**src/rtl/water_flow_monitor.sv**
```systemverilog
// Fill/drain progress supervisor: windowed level sampling with stall counting.
// Optional WFM_OVERFLOW_DETECT_EN adds an immediate fill-overflow error.
module water_flow_monitor #(
   parameter int LEVEL_W        = 10,
   parameter int SAMPLE_DIV     = 1000,
   parameter int WINDOW_SAMPLES = 8,
   parameter int MIN_DELTA      = 4,
   parameter int STALL_LIMIT    = 3,
   parameter int OVERFLOW_LEVEL = 1000
) (
   input  logic               clk,
   input  logic               reset,
   input  logic               flow_reset,
   input  logic               flow_mode,
   input  logic [LEVEL_W-1:0] water_level_sensor,
   output logic               water_flow_error,
   output logic               monitor_active,
   output logic [3:0]         stall_count,
   output logic               overflow_flag
);

   localparam int PW = (SAMPLE_DIV > 1) ? $clog2(SAMPLE_DIV) : 1;
   localparam int CW = $clog2(WINDOW_SAMPLES + 1);
   localparam logic [PW-1:0]      PRE_LAST = PW'(SAMPLE_DIV - 1);
   localparam logic [CW-1:0]      WIN_LAST = CW'(WINDOW_SAMPLES);
   localparam logic [LEVEL_W-1:0] MIN_D    = LEVEL_W'(MIN_DELTA);
   localparam logic [LEVEL_W-1:0] OVF_LVL  = LEVEL_W'(OVERFLOW_LEVEL);
   localparam logic [3:0]         LIMIT    = 4'(STALL_LIMIT);
`ifdef WFM_OVERFLOW_DETECT_EN
   localparam logic OVF_EN = 1'b1;
`else
   localparam logic OVF_EN = 1'b0;
`endif

   typedef enum logic [1:0] {S_IDLE, S_ARM, S_MON, S_ERR} state_e;

   state_e             state_q;
   logic [PW-1:0]      pre_q, pre_d;
   logic [CW-1:0]      smp_q, smp_d;
   logic [LEVEL_W-1:0] base_q;
   logic               mode_q;
   logic [3:0]         stall_q, stall_d;
   logic               err_q, ovf_q, act_q;
   logic               tick, win_end, fill_ok, drain_ok, progress, over;
   logic [LEVEL_W-1:0] lvl;

   assign lvl      = water_level_sensor;
   assign tick     = (pre_q == PRE_LAST);
   assign pre_d    = tick ? '0 : pre_q + 1'b1;
   assign smp_d    = smp_q + 1'b1;
   assign win_end  = tick && (smp_d == WIN_LAST);
   assign stall_d  = stall_q + 4'd1;

   // Saturated sensor (fill) or empty tank (drain) cannot show more motion.
   assign fill_ok  = (lvl == '1) ||
                     ((lvl > base_q) && ((lvl - base_q) >= MIN_D));
   assign drain_ok = (lvl == '0) ||
                     ((lvl < base_q) && ((base_q - lvl) >= MIN_D));
   assign progress = mode_q ? fill_ok : drain_ok;
   assign over     = OVF_EN && mode_q && (lvl >= OVF_LVL);

   always_ff @(posedge clk or posedge reset) begin
      if (reset) begin
         state_q <= S_IDLE;
         pre_q   <= '0;
         smp_q   <= '0;
         base_q  <= '0;
         mode_q  <= 1'b0;
         stall_q <= '0;
         err_q   <= 1'b0;
         ovf_q   <= 1'b0;
         act_q   <= 1'b0;
      end else if (flow_reset) begin
         state_q <= S_IDLE;
         pre_q   <= '0;
         smp_q   <= '0;
         stall_q <= '0;
         err_q   <= 1'b0;
         ovf_q   <= 1'b0;
         act_q   <= 1'b0;
      end else begin
         unique case (state_q)
            S_IDLE: begin
               state_q <= S_ARM;
               act_q   <= 1'b1;
            end
            S_ARM: begin
               base_q  <= lvl;
               mode_q  <= flow_mode;
               pre_q   <= '0;
               smp_q   <= '0;
               state_q <= S_MON;
            end
            S_MON: begin
               if (flow_mode != mode_q) begin
                  state_q <= S_ARM;
                  stall_q <= '0;
               end else if (over) begin
                  state_q <= S_ERR;
                  err_q   <= 1'b1;
                  ovf_q   <= 1'b1;
                  act_q   <= 1'b0;
               end else begin
                  pre_q <= pre_d;
                  if (tick) smp_q <= smp_d;
                  if (win_end) begin
                     smp_q  <= '0;
                     base_q <= lvl;
                     if (progress) begin
                        stall_q <= '0;
                     end else begin
                        stall_q <= stall_d;
                        if (stall_d == LIMIT) begin
                           state_q <= S_ERR;
                           err_q   <= 1'b1;
                           act_q   <= 1'b0;
                        end
                     end
                  end
               end
            end
            S_ERR: begin
               state_q <= S_ERR;
            end
         endcase
      end
   end

   assign water_flow_error = err_q;
   assign monitor_active   = act_q;
   assign stall_count      = stall_q;
   assign overflow_flag    = ovf_q;

endmodule
```
**config.mk**
```make
export PLATFORM = sky130hd
export DESIGN_NAME = water_flow_monitor
export DESIGN_NICKNAME = d
export VERILOG_FILES = /design/src/rtl/water_flow_monitor.sv
export SDC_FILE = /design/constraint.sdc
export NUM_CORES = 1
export LEC_CHECK = 0
export ABC_AREA = 1
export CORE_ASPECT_RATIO = 0.5
export CORE_MARGIN = 5
export CORE_UTILIZATION = 45
export DETAILED_ROUTE_END_ITERATION = 8
export PLACE_DENSITY = 0.7
export SYNTH_ARGS = -nofsm -noshare
export SYNTH_HDL_FRONTEND = slang
export SYNTH_SLANG_ARGS = --single-unit
export TNS_END_PERCENT = 100
```
**constraint.sdc**
```tcl
create_clock -name clk -period 3.9 [get_ports clk]
set_input_delay 0.39 -clock clk [delete_from_list [all_inputs] [get_ports clk]]
set_output_delay 0.39 -clock clk [all_outputs]
set_load 0.05 [all_outputs]
```
==> results.ini <==
[outcome]
run_status = finished, final reports clean

[synth]
postSynthRegisterBits = 33
synth_cell_type_count = 32
seq_area_frac_synth_pct = 28.66
synth_edf_count = 0
synth_top_flop_cell = dfrtp_1
synth_fp_nets = 482
post_synth_inst_count = 439
synthArstFlopShare_pct = 100.0
synth.cell_area_um2 = 2882
yosysWarningCount = 0
synth_area_per_cell_um2 = 6.564

[critical_path]
worstSetupEndpointType = register
timing.critical_path.fanout_max = 4
timing.critical_path.from_type = input port
cp.arrival_ns = 2.90
regToRegEndpoint = monitor_active
startpoint = water_level_sensor[0]
regToRegSetupSlack_ns = 1.51
r2r_cells = 20
worstSetupPathType = input port to register
critical_path.reg2reg.startpoint = base_q[0]
worst_setup_path_endpoint = monitor_active
critical_path_required_ns = 4.07

[route]
drt_drc_violations_left = 0
routedWlPerCell_um = 11.44
drtPass1Iterations = 4
detail_route.vias_per_cell = 4.869
route.vias.total = 2683
drt_iter0_markers = 225
detail_route.wirelength_um = 6306
final_antenna_violating_net_count = 0

[power]
cell_internal_pwr_w = 0.001028
power_frac_clock_pct = 25.7
power.share.sequential_pct = 24.8
p_per_area_nw_per_um2 = 534.0
power.share.switching_pct = 42.44
power_frac_comb_pct = 49.5
leakage_power_total_nw = 1.732
net-switching-power_w = 0.0007580
vdd_ir_drop_max_v = 0.0002391
total_power_w = 0.001786

[run]
max_cap_violation_count = 0

[grt]
gr-usage-all-layers_pct = 16.22
grt_antenna_before_repair = 0
grt_overflow_total = 0
grt_start_max_net_pins = 23
grt_pass1_vias = 2386
global_route_wire_length_before_repair_um = 10650

[worst_hold_path]
min-delay-path-class = register to register

[die]
ioPinCount = 21
die_width_um = 123.2
die_h_um = 66.59
design.die.area_um2 = 8201
start_util_pct = 47.00
coreArea_um2 = 6131
row_count = 20

[final_layout]
nNetsFinal = 505
final_cell_mix = nand2_1 (138), inv_1 (83), dfrtp_1 (33)
mostFrequentLayoutCell = nand2_1
diodes = 0
layout-drive-gt1-share_pct = 4.536
layout-area-overhead-vs-synth_pct = 16.07
fillerInstances = 583

[sta]
setup_violations = 0
rsz0062_at_grt = no
finClkSkew_ns = 0.007393
count_of_pins_over_their_slew_limit = 0
period_share_pct = 69.93
timing_worst_slew_pin_value_ns = 0.8194
max_freq_mhz = 366.7
final.setup.tns_ns = 0
finalCriticalPeriod_ns = 2.727
slew_headroom_pct = 45.31
finalHoldViolCount = 0

[place]
place.port_buffers = 19
place.detailed.hpwl_um = 5076
routabilityCongestion = 0.8834

[clock_network]
cts.htree.levels = 2
tritoncts.num_buffers = 5
cts-root-to-sink-buffers = 2
number_of_buffers_inserted_by_hold_repair_at_cts = 0
tritoncts = yes
cts.reportedPaths.clkPinSlew_ns = 0.05
clock-root-buffer = clkbuf_16
insertion_delay_ns = 0.28
ctsResizeCount = 0
post-cts-setup-buffer-count = 0
cts_sinks = 33

## worst max-delay path: stages
cell             delay, ns
clkdlybuf4s50_1       0.51
inv_1                 0.09
ha_1                  0.24
fa_1                  0.40
inv_1                 0.09
nand2_1               0.05
nand2_1               0.12
nand3_2               0.08
nand2_1               0.10
nand2_1               0.05
nand2_1               0.07
nand2_1               0.05
nor2_1                0.09
nand2_1               0.07
nand2_1               0.06
nand2_1               0.06
nand2_2               0.09
nand2_2               0.07
nand2_1               0.07
nand2_1               0.05
nand2_1               0.05
nand2_1               0.04
## per-stage QoR
step	hold WS, ns	cells	setup WS, ns	cell area [um^2]	utilization (%)
after global routing	0.5272	551	0.9134	3344	54.55
after floorplan	0.4530	439	1.701	2882	-
after global placement	0.4709	543	0.9144	3172	51.73
final	0.4942	551	1.173	3344	54.55
after detailed placement	0.4860	543	0.8903	3172	51.73
after CTS	0.4994	551	1.175	3344	54.55
## synth_stat cells, types with 2 or more instances
cell      instances  area (um^2)
nand2_1         138        518.0
inv_1            83        311.6
dfrtp_1          33        825.8
nand3_1          31        155.2
ha_1             28        350.3
nor2_1           26        97.59
o21ai_0          19        95.09
a21oi_1          16        80.08
nand4_1          13        81.33
nor3_1           11        55.05
a31oi_1           4        25.02
nand2_2           4        25.02
o21ai_1           4        20.02
xor2_1            4        35.03
nor2_4            3        33.78
nor4_1            3        18.77
buf_2             2        10.01
clkbuf_1          2        7.510
xnor2_1           2        17.52
## worst min-delay path by stage
stage / start / end / slack, ns / depth (start not counted)
finish: base_q[9] / base_q[9] / 0.49 / 2
global route: base_q[9] / base_q[9] / 0.53 / 2
CTS: base_q[9] / base_q[9] / 0.50 / 2
detailed placement: base_q[9] / base_q[9] / 0.49 / 2
global placement: base_q[9] / base_q[9] / 0.47 / 2
floorplan: base_q[9] / base_q[9] / 0.45 / 2
## cell families after synthesis
family                   after synthesis  synth area share (%)
AND/OR/NAND/NOR                      231                 34.74
buffers and inverters                 89                 11.81
AO/OA/AOI/OAI                         49                 9.423
flip-flops                            33                 28.66
adder cells (fa/ha/maj)               29                 12.85
XOR/XNOR                               7                 2.388
other                                  1                0.1301
## final cells by class
cell class	instances	area (um^2)	area share, %
Multi-Input combinational cell	317	1715	51.29
Timing Repair Buffer	21	205.2	6.135
Clock buffer	7	142.6	4.265
Inverter	84	315.3	9.428
Sequential cell	33	825.8	24.69
Clock inverter	1	30.03	0.8979
Tap cell	88	110.1	3.292
## flip-flops by register name (all words and copies together), names as in the netlist
name	cells
stall_count	4
water_flow_error	1
smp_q	4
mode_q	1
state_q	2
base_q	10
pre_q	10
monitor_active	1
## routing by layer
| metal | routed length, um | share of wire (%) | GRT usage, % |
|---|---|---|---|
| met1 | 3168 | 50 | 21.26 |
| met4 | 84 | 1.3 | 5.517 |
| met3 | 201 | 3.2 | 2.545 |
| met2 | 2852 | 45 | 27.38 |
| met5 | 0 | 0 | 0 |
## power by group through the flow
| stage | registers, W | clock network (W) | logic, W |
|---|---|---|---|
| 3_3_place_gp | 0.000446 | 0 | 0.000879 |
| 5_1_grt | 0.000450 | 0.000483 | 0.00101 |
| 4_1_cts | 0.000442 | 0.000463 | 0.000884 |
| 6_report | 0.000443 | 0.000458 | 0.000884 |
| 2_1_floorplan | 0.000444 | 0 | 0.000690 |
| 3_5_place_dp | 0.000448 | 0 | 0.000880 |
Power figures use the tool's default switching activity.
